--- config.mk ---
export PLATFORM = sky130hd
export DESIGN_NAME = booth_bist_driver_flat
export DESIGN_NICKNAME = d
export VERILOG_FILES = /design/src/rtl/booth_bist_driver_if.sv /design/src/rtl/booth_bist_driver.sv /design/src/flat_wrapper.sv
export SDC_FILE = /design/constraint.sdc
export NUM_CORES = 1
export LEC_CHECK = 0
export CORE_UTILIZATION = 51
export CTS_CLUSTER_DIAMETER = 120
export DETAILED_ROUTE_END_ITERATION = 7
export PLACE_DENSITY_LB_ADDON = 0.2
export SLEW_MARGIN = 20
export SYNTH_ARGS = -nofsm -noshare
export SYNTH_HDL_FRONTEND = slang
export SYNTH_SLANG_ARGS = --single-unit
--- constraint.sdc ---
create_clock -name clk -period 12.61 [get_ports clk]
set_input_delay 2.522 -clock clk [delete_from_list [all_inputs] [get_ports clk]]
set_output_delay 2.522 -clock clk [all_outputs]
set_load 0.005 [all_outputs]
--- src/rtl/booth_bist_driver_if.sv ---
// Operand/handshake bundle between the BIST driver (master) and the Booth multiplier (slave).
interface booth_bist_driver_if #(
  parameter int unsigned WIDTH = 4
) ();
  logic [WIDTH-1:0]   mul_a;
  logic [WIDTH-1:0]   mul_b;
  logic               mul_start;
  logic               mul_busy;
  logic [2*WIDTH-1:0] mul_product;

  modport master (
    output mul_a,
    output mul_b,
    output mul_start,
    input  mul_busy,
    input  mul_product
  );

  modport slave (
    input  mul_a,
    input  mul_b,
    input  mul_start,
    output mul_busy,
    output mul_product
  );
endinterface

--- src/rtl/booth_bist_driver.sv ---
// Self-test driver for the Booth multiplier: walks every signed operand pair,
// honours the busy handshake, checks each product against a golden signed
// product and reports done/pass/err_count.
// Optional macro BIST_FAIL_CAPTURE_EN: latch operands/product of the first
// failing pair of a run on fail_a/fail_b/fail_product (tied to 0 otherwise).
module booth_bist_driver #(
  parameter int unsigned WIDTH   = 4,
  parameter int unsigned TIMEOUT = 32
) (
  input  logic                clk,
  input  logic                rst,
  input  logic                test_en,
  booth_bist_driver_if.master mul,
  output logic                done,
  output logic                pass,
  output logic [7:0]          err_count,
  output logic [WIDTH-1:0]    fail_a,
  output logic [WIDTH-1:0]    fail_b,
  output logic [2*WIDTH-1:0]  fail_product
);

  localparam int unsigned PW = 2 * WIDTH;
  localparam int unsigned CW = (TIMEOUT < 2) ? 1 : $clog2(TIMEOUT);

  typedef enum logic [2:0] {
    S_IDLE,
    S_ISSUE,
    S_WAIT_ACK,
    S_WAIT_DONE,
    S_CHECK,
    S_FINISH
  } state_t;

  state_t           r_state, w_state_nxt;
  logic [PW-1:0]    r_idx, w_idx_nxt;
  logic [WIDTH-1:0] r_mul_a, w_mul_a_nxt;
  logic [WIDTH-1:0] r_mul_b, w_mul_b_nxt;
  logic             r_start, w_start_nxt;
  logic             r_done, w_done_nxt;
  logic             r_pass, w_pass_nxt;
  logic [7:0]       r_err, w_err_nxt;
  logic [CW-1:0]    r_wait, w_wait_nxt;
  logic             r_tmo, w_tmo_nxt;

  logic [PW-1:0]    w_idx_inc;
  logic [PW-1:0]    w_a_ext;
  logic [PW-1:0]    w_b_ext;
  logic [PW-1:0]    w_golden;
  logic             w_bad;
  logic             w_wait_expired;

`ifdef BIST_FAIL_CAPTURE_EN
  logic [WIDTH-1:0] r_fail_a, w_fail_a_nxt;
  logic [WIDTH-1:0] r_fail_b, w_fail_b_nxt;
  logic [PW-1:0]    r_fail_p, w_fail_p_nxt;
`endif

  // Low 2*WIDTH bits of a sign-extended product equal the truncated signed product.
  assign w_a_ext        = {{WIDTH{r_mul_a[WIDTH-1]}}, r_mul_a};
  assign w_b_ext        = {{WIDTH{r_mul_b[WIDTH-1]}}, r_mul_b};
  assign w_golden       = w_a_ext * w_b_ext;
  assign w_bad          = r_tmo | (mul.mul_product != w_golden);
  assign w_idx_inc      = r_idx + PW'(1);
  assign w_wait_expired = (r_wait == CW'(TIMEOUT - 1));

  // Next-state and next-output decode; a timeout diverts to CHECK with r_tmo set
  // so that error counting and advancing share one path.
  always_comb begin
    w_state_nxt = r_state;
    w_idx_nxt   = r_idx;
    w_mul_a_nxt = r_mul_a;
    w_mul_b_nxt = r_mul_b;
    w_start_nxt = 1'b0;
    w_done_nxt  = r_done;
    w_pass_nxt  = r_pass;
    w_err_nxt   = r_err;
    w_wait_nxt  = r_wait;
    w_tmo_nxt   = r_tmo;
`ifdef BIST_FAIL_CAPTURE_EN
    w_fail_a_nxt = r_fail_a;
    w_fail_b_nxt = r_fail_b;
    w_fail_p_nxt = r_fail_p;
`endif
    if (!test_en && r_state != S_IDLE && r_state != S_FINISH) begin
      w_state_nxt = S_IDLE;
      w_done_nxt  = 1'b0;
      w_pass_nxt  = 1'b0;
    end else begin
      case (r_state)
        S_IDLE: begin
          w_done_nxt = 1'b0;
          w_pass_nxt = 1'b0;
          if (test_en) begin
            w_idx_nxt   = '0;
            w_err_nxt   = '0;
            w_mul_a_nxt = '0;
            w_mul_b_nxt = '0;
            w_start_nxt = 1'b1;
            w_state_nxt = S_ISSUE;
`ifdef BIST_FAIL_CAPTURE_EN
            w_fail_a_nxt = '0;
            w_fail_b_nxt = '0;
            w_fail_p_nxt = '0;
`endif
          end
        end
        S_ISSUE: begin
          w_wait_nxt  = '0;
          w_tmo_nxt   = 1'b0;
          w_state_nxt = S_WAIT_ACK;
        end
        S_WAIT_ACK: begin
          if (mul.mul_busy) begin
            w_wait_nxt  = '0;
            w_state_nxt = S_WAIT_DONE;
          end else if (w_wait_expired) begin
            w_tmo_nxt   = 1'b1;
            w_state_nxt = S_CHECK;
          end else begin
            w_wait_nxt = r_wait + CW'(1);
          end
        end
        S_WAIT_DONE: begin
          if (!mul.mul_busy) begin
            w_state_nxt = S_CHECK;
          end else if (w_wait_expired) begin
            w_tmo_nxt   = 1'b1;
            w_state_nxt = S_CHECK;
          end else begin
            w_wait_nxt = r_wait + CW'(1);
          end
        end
        S_CHECK: begin
          if (w_bad) begin
            if (r_err != 8'hFF) begin
              w_err_nxt = r_err + 8'd1;
            end
`ifdef BIST_FAIL_CAPTURE_EN
            if (r_err == 8'd0) begin
              w_fail_a_nxt = r_mul_a;
              w_fail_b_nxt = r_mul_b;
              w_fail_p_nxt = r_tmo ? '0 : mul.mul_product;
            end
`endif
          end
          if (r_idx == '1) begin
            w_done_nxt  = 1'b1;
            w_pass_nxt  = (w_err_nxt == 8'd0);
            w_state_nxt = S_FINISH;
          end else begin
            w_idx_nxt   = w_idx_inc;
            w_mul_a_nxt = w_idx_inc[PW-1:WIDTH];
            w_mul_b_nxt = w_idx_inc[WIDTH-1:0];
            w_start_nxt = 1'b1;
            w_state_nxt = S_ISSUE;
          end
        end
        S_FINISH: begin
          if (!test_en) begin
            w_done_nxt  = 1'b0;
            w_pass_nxt  = 1'b0;
            w_state_nxt = S_IDLE;
          end
        end
        default: begin
          w_state_nxt = S_IDLE;
        end
      endcase
    end
  end

  // State and registered-output update with synchronous reset.
  always_ff @(posedge clk) begin
    if (rst) begin
      r_state <= S_IDLE;
      r_idx   <= '0;
      r_mul_a <= '0;
      r_mul_b <= '0;
      r_start <= 1'b0;
      r_done  <= 1'b0;
      r_pass  <= 1'b0;
      r_err   <= '0;
      r_wait  <= '0;
      r_tmo   <= 1'b0;
`ifdef BIST_FAIL_CAPTURE_EN
      r_fail_a <= '0;
      r_fail_b <= '0;
      r_fail_p <= '0;
`endif
    end else begin
      r_state <= w_state_nxt;
      r_idx   <= w_idx_nxt;
      r_mul_a <= w_mul_a_nxt;
      r_mul_b <= w_mul_b_nxt;
      r_start <= w_start_nxt;
      r_done  <= w_done_nxt;
      r_pass  <= w_pass_nxt;
      r_err   <= w_err_nxt;
      r_wait  <= w_wait_nxt;
      r_tmo   <= w_tmo_nxt;
`ifdef BIST_FAIL_CAPTURE_EN
      r_fail_a <= w_fail_a_nxt;
      r_fail_b <= w_fail_b_nxt;
      r_fail_p <= w_fail_p_nxt;
`endif
    end
  end

  assign mul.mul_a     = r_mul_a;
  assign mul.mul_b     = r_mul_b;
  assign mul.mul_start = r_start;
  assign done          = r_done;
  assign pass          = r_pass;
  assign err_count     = r_err;

`ifdef BIST_FAIL_CAPTURE_EN
  assign fail_a       = r_fail_a;
  assign fail_b       = r_fail_b;
  assign fail_product = r_fail_p;
`else
  assign fail_a       = '0;
  assign fail_b       = '0;
  assign fail_product = '0;
`endif

endmodule

--- src/flat_wrapper.sv ---
// flat-port wrapper written by rule: the top's interface ports become plain ports
module booth_bist_driver_flat 
#(
  parameter int unsigned WIDTH   = 4,
  parameter int unsigned TIMEOUT = 32
)
  (clk, rst, test_en, done, pass, err_count, fail_a, fail_b, fail_product, mul_mul_a, mul_mul_b, mul_mul_start, mul_mul_busy, mul_mul_product);
  booth_bist_driver_if #(.WIDTH(WIDTH)) mul_i ();
  input  logic clk;
  input  logic rst;
  input  logic test_en;
  output logic done;
  output logic pass;
  output logic [7:0] err_count;
  output logic [WIDTH-1:0] fail_a;
  output logic [WIDTH-1:0] fail_b;
  output logic [2*WIDTH-1:0] fail_product;
  output wire logic [$bits(mul_i.mul_a)-1:0] mul_mul_a;
  output wire logic [$bits(mul_i.mul_b)-1:0] mul_mul_b;
  output wire logic [$bits(mul_i.mul_start)-1:0] mul_mul_start;
  input wire logic [$bits(mul_i.mul_busy)-1:0] mul_mul_busy;
  input wire logic [$bits(mul_i.mul_product)-1:0] mul_mul_product;
  assign mul_mul_a = mul_i.mul_a;
  assign mul_mul_b = mul_i.mul_b;
  assign mul_mul_start = mul_i.mul_start;
  assign mul_i.mul_busy = mul_mul_busy;
  assign mul_i.mul_product = mul_mul_product;
  booth_bist_driver #(.WIDTH(WIDTH), .TIMEOUT(TIMEOUT)) u_core (.clk(clk), .rst(rst), .test_en(test_en), .mul(mul_i), .done(done), .pass(pass), .err_count(err_count), .fail_a(fail_a), .fail_b(fail_b), .fail_product(fail_product));
endmodule
# Word level (Yosys, flattened, before mapping)
# Cells that the tools add are included.
# totals
output_inout_bits	35
reg_bits	36
inputBits	12
# classes
n_bitwise	2
mux	36
n_eq_ne	16
n_reduce_logical	16
n_addsub	3
mul	1
# ops
cell	n
$mux W8	6
$pmux W8 S2	2
$mux W3	6
$pmux W3 S6	1
$add A8 B1 Y8 const B	2
$pmux W4 S2	2
$mux W5	3
$pmux W5 S3	1
$mux W4	3
$ne A2 B2 Y1 const B	5
$pmux W1 S3	3
$reduce_and A3 Y1	3
$reduce_bool A3 Y1	3
$eq A8 B8 Y1 const B	1
$logic_not A8 Y1	1
$mul A4 B4 Y8	1
$mux W1	8
$ne A8 B8 Y1	1
$ne A8 B8 Y1 const B	1
$reduce_and A4 Y1	2
$eq A3 B2 Y1 const B	2
$eq A3 B3 Y1 const B	2
$add A5 B1 Y5 const B	1
$eq A5 B5 Y1 const B	1
other kinds (12)	13

# Logic depth before layout (Yosys ltp)
# logic_depth
depth_word	9
depth_mapped	17

# Worst setup path after synthesis
# Ideal clock, no wire load.
# synth_timing
path_kind	register to register
startpoint	reg u_core.r_mul_a[0] (netlist: u_core.mul.mul_a[0])
endpoint	reg u_core.r_err[4] (netlist: u_core.err_count[4])
path_stages_with_launch	18
t_arrival_ns	4.475
slack_ns	8.047
n_path_buf	1
cell_sequence	dfxtp_1 buf_6 nand2b_1 fa_1 inv_1 fa_1 inv_1 fa_1 inv_1 ha_1 fa_1 a21o_1 a21oi_2 xnor3_2 and2_4 nor4_4 a41oi_1 a311oi_2
# synth_via
elab_chain_cells	7
# synth_lines
item	line_no	source
start: declaration	booth_bist_driver.sv:36	logic [WIDTH-1:0] r_mul_a, w_mul_a_nxt;
start signal: assignment	booth_bist_driver.sv:193	r_mul_a <= w_mul_a_nxt;
$mul A4 B4 Y8	booth_bist_driver.sv:61	assign w_golden = w_a_ext * w_b_ext;
$ne A8 B8 Y1	booth_bist_driver.sv:62	assign w_bad = r_tmo | (mul.mul_product != w_golden);
$or A1 B1 Y1	booth_bist_driver.sv:62	
$mux W8	booth_bist_driver.sv:134	if (w_bad) begin
$mux W8	booth_bist_driver.sv:89	case (r_state)
$mux W8	booth_bist_driver.sv:84	if (!test_en && r_state != S_IDLE && r_state != S_FINISH) begin
$pmux W8 S2	booth_bist_driver.sv:89	
end signal: assignment	booth_bist_driver.sv:198	r_err <= w_err_nxt;
end: declaration	booth_bist_driver.sv:41	logic [7:0] r_err, w_err_nxt;
# Every way passes these cells. The select of a mux whose other input is x is not followed.
# A chain may end at the register's enable or synchronous reset.

# Worst setup path after layout
# Same ends and word-level chain as after synthesis.

==> implementation parameters <==
Parameter                              Value

Clock tree
  Hold Buf Count CTS ... 0
  Depth of the CTS H-tree ... 1
  Skew-Pair Late Insertion Delay ... 280 ps
  Clock input transition at the sequential cells of the worst setup and hold paths ... roughly 100 ps
  Total clock sinks ... 28
  Clock tree from TritonCTS ... done
  Root Buffer ... clkbuf_8
  Post-cts repair resize count ... 0
  Maximum buffer depth of the clock tree ... 2
  Post CTS Setup Buffer Count ... 0
  Clock buffers created by TritonCTS ... 3

Yosys
  Combinational family with the most area after synthesis ... simple AND/OR/NAND/NOR gates
  Count of different cell masters after synthesis ... 61
  Compound-Gate Fraction of Synth Area ... 17.17%
  Post-synthesis register bit count ... 28
  Number of enable-type register cells in the synthesized netlist ... 0
  Instance count of the mapped netlist ... 296
  Xor and xnor fraction of the mapped netlist area ... 8.636%
  Area share of fa/ha/maj cells after synthesis ... 15.02%
  Sequential fraction of the synthesis area ... 22.89%
  Mean instance size in the synthesized netlist ... 8.272 µm²
  Share of async-settable or async-resettable flops after synthesis ... 0%
  Area of the mapped netlist ... approximately 0.0024 mm²
  Mux contribution to synthesized area ... 2.146%
  Total number of yosys warnings ... 0
  Simple-gate share of the synthesized area ... 24.63%
  Ys flop type ... dfxtp_1

Timing
  Count of endpoints failing setup in the final report ... 0
  Final critical-path share of the clock period ... 38.06%
  Setup repair after global routing missed its margin ... false
  Number of hold violations in the final report ... 0
  F_max ... about 210 MHz
  Transition time at the pin with the least slew margin ... 712.5 ps
  Largest clock skew in the final design ... 8.710 ps
  Time the worst path needs with I/O delays and setup ... 4800 ps
  Worst-case hold slack ... 485.2 ps
  Setup TNS ... 0 ps
  Max transition margin ... 52.35%
  Number of max-slew violations in the final report ... 0

Floorplanning
  Area of the placeable core ... 0.004474 mm²
  Horizontal extent of the die ... 71.29 µm
  Starting Density ... 54.73%
  IO Count ... 47
  Die Height ... 71.29 µm
  Count of standard-cell rows ... 24
  Area of the die ... 0.005082 mm²

Power and ir drop
  Worst IR Drop VDD ... between 0.04 and 0.05 mV
  Reported leakage power ... 1.136 nW
  Power density over the cells ... 64.87 mW/mm²

Route
  Antenna Violating Nets Remaining ... 0
  Total via count in the routed design ... 2059
  Routed length per instance ... 12.73 µm
  Drt pass-1 iters ... 6
  Drt drc ... 4
  Final routed wirelength across all metal layers ... 4.721 mm
  Average via count per standard cell ... 5.550
  Iteration-0 DRC count of the detailed router ... 110

Cells and area
  Commonest cells after routing, fill and taps aside ... clkdlybuf4s50_1, nor2_1, dfxtp_1, a21oi_1, nand2_1
  Share of layout cells above drive strength 1 ... 5.016%
  Finished Cell Area ... 0.002773 mm²
  Antenna Diode Count ... 0
  Commonest non-fill, non-tap cell in the layout ... clkdlybuf4s50_1
  Final layout net count ... 356
  Filler cell count in the final layout ... 427
  Signed area change from the synthesized netlist to the final layout ... 13.23%

Global route
  Number of global-route vias before repair ... 1845
  Maximum number of pins on one net before global-route repair ... 19
  Global routing usage summed across all routing layers ... around a fifth
  GRT overflow ... 0
  Global-route wire length before repair ... 8.245 mm
  Antenna violations before repair ... 0

Job
  Number of maximum-capacitance constraint violations ... 0

Worst hold path
  Count of cells along the worst hold path ... 2
  Start point of the worst hold path ... u_core.pass$_SDFFE_PP0P_
  Path type of the worst min-delay path ... reg2reg
  End of the worst hold path ... u_core.pass$_SDFFE_PP0P_

Critical path
  Cell depth of the worst flop-to-flop path ... 16
  CP Max Fanout ... 10
  Worst endpoint required time ... 12790 ps
  Kind of end point of the critical path ... register
  Cell-by-cell listing of the critical path ... nand2b_1 > fa_1 > inv_1 > fa_1 > inv_1 > fa_1 > inv_1 > ha_1 > fa_1 > a21o_1 > a21oi_2 > xnor3_2 > and2_4 > nor4_4 > a41oi_1 > a311oi_2
  Critical path arrival ... between 4000 and 5000 ps
  Reg2reg end ... u_core.err_count[4]$_SDFFE_PP0P_
  CP max stage delay ... 540 ps
  Setup crit start ... u_core.mul.mul_a[0]$_SDFFE_PP0P_
  Critical path startpoint category ... register
  FF-to-FF Start ... u_core.mul.mul_a[0]$_SDFFE_PP0P_
  Worst path slowest cell ... fa_1
  Worst reg2reg setup slack ... 7810 ps
  Kind of critical path ... reg2reg
  Most frequent CP cell ... fa_1

Placement
  Routability Congestion ... 0.8750
  Count of buffers from port buffering ... 30
  Detailed-placement wirelength estimate ... ~3.6 mm
  Placement-stage cell area ... 0.002701 mm²

Run status
  Violations in the final reports ... DRC
  Outcome ... complete, but fails checks
synth_stat cells (2+ instances only):
cell       number  area, µm²
xnor2_1         8      70.07
and4_1          2      17.52
nor4b_1         2      17.52
and3_1          3      18.77
nand2b_1        8      50.05
or3_1           2      12.51
nand4_1         4      25.02
a31oi_1         2      12.51
nor2b_1         2      12.51
a21oi_2         2      17.52
buf_2           2      10.01
a41oi_1         2      17.52
a22oi_1         2      15.01
inv_1          15      56.30
fa_1            9      180.2
buf_4          16      120.1
o21ai_0        13      65.06
o21ai_1         2      10.01
mux2_1          2      22.52
clkbuf_1        6      22.52
a211oi_1        3      22.52
nor2_1         28      105.1
xor2_1          9      78.83
a21oi_1        22      110.1
a311oi_1        2      17.52
and2_1          8      50.05
mux2i_1         3      30.03
nand2_1        20      75.07
dfxtp_1        28      560.5
a21o_1          3      22.52
nor3_1         10      50.05
nand3_1        11      55.05
o21bai_1        2      15.01
a2111oi_0       2      17.52
ha_1           15      187.7
critical path: cells and delay by family, from the launching register on:
family	cells	cell delay, ps
compound gates	4	770
buf+inv	3	150
fa+ha+maj	5	2200
simple gates	3	690
flops	1	410
xor+xnor	1	470
kinds of logic after synthesis:
| logic type | after synthesis |
|---|---|
| other cells | 1 |
| compound gates | 65 |
| fa+ha+maj | 24 |
| simple gates | 111 |
| mux | 5 |
| xor+xnor | 20 |
| flops | 28 |
| buf+inv | 42 |
cell type report:
cell class              count  area (µm²)  share of cell area [%]
multi-input cells         241        1715                   61.87
flip-flops and latches     28       560.5                   20.22
repair buffers             30       300.3                   10.83
well taps                  52       65.06                   2.347
inverters                  16       60.06                   2.166
clock buffers               3       41.29                   1.489
clock inverters             1       30.03                   1.083
layer usage:
layer / share of wire [%] / global-route usage (%)
met1: 48 / 27.95
met2: 47 / 33.12
met3: 4.3 / 1.828
met4: 0.53 / 4.222
met5: 0 / 0
stage by stage:
step                      util [%]  instances  power [mW]  worst slack, ps
after global placement       60.37        367      0.1107             7838
after global routing         61.97        371      0.1879             7568
after detailed placement     60.37        367      0.1108             7808
after floorplan                  -        311      0.1081             8047
after CTS                    61.97        371      0.1825             7798
final                        61.97        371      0.1799             7810
how the worst max path moves through the flow:
stage                                       endpoint
floorplan           u_core.err_count[4]$_SDFFE_PP0P_
global placement    u_core.err_count[4]$_SDFFE_PP0P_
detailed placement  u_core.err_count[4]$_SDFFE_PP0P_
CTS                 u_core.err_count[4]$_SDFFE_PP0P_
global route        u_core.err_count[4]$_SDFFE_PP0P_
finish              u_core.err_count[4]$_SDFFE_PP0P_
state kept, by name, indices dropped and copies added (netlist names):
name and cells:
u_core.err_count 8, u_core.r_wait 5, u_core.mul.mul_a 3, u_core.mul.mul_b 3
u_core.r_state 3, u_core.r_idx 2, u_core.done 1, u_core.mul.mul_start 1
u_core.pass 1, u_core.r_tmo 1
where the power goes:
group	total, mW	leakage (nW)	switching (mW)	internal (mW)
Clock	0.0710	0.0357	0.0285	0.0425
Sequential	0.0909	0.226	0.00173	0.0891
Combinational	0.0180	0.874	0.00973	0.00830
Total	0.180	1.14	0.0399	0.140
No activity file was read; power rests on OpenSTA's default activity.
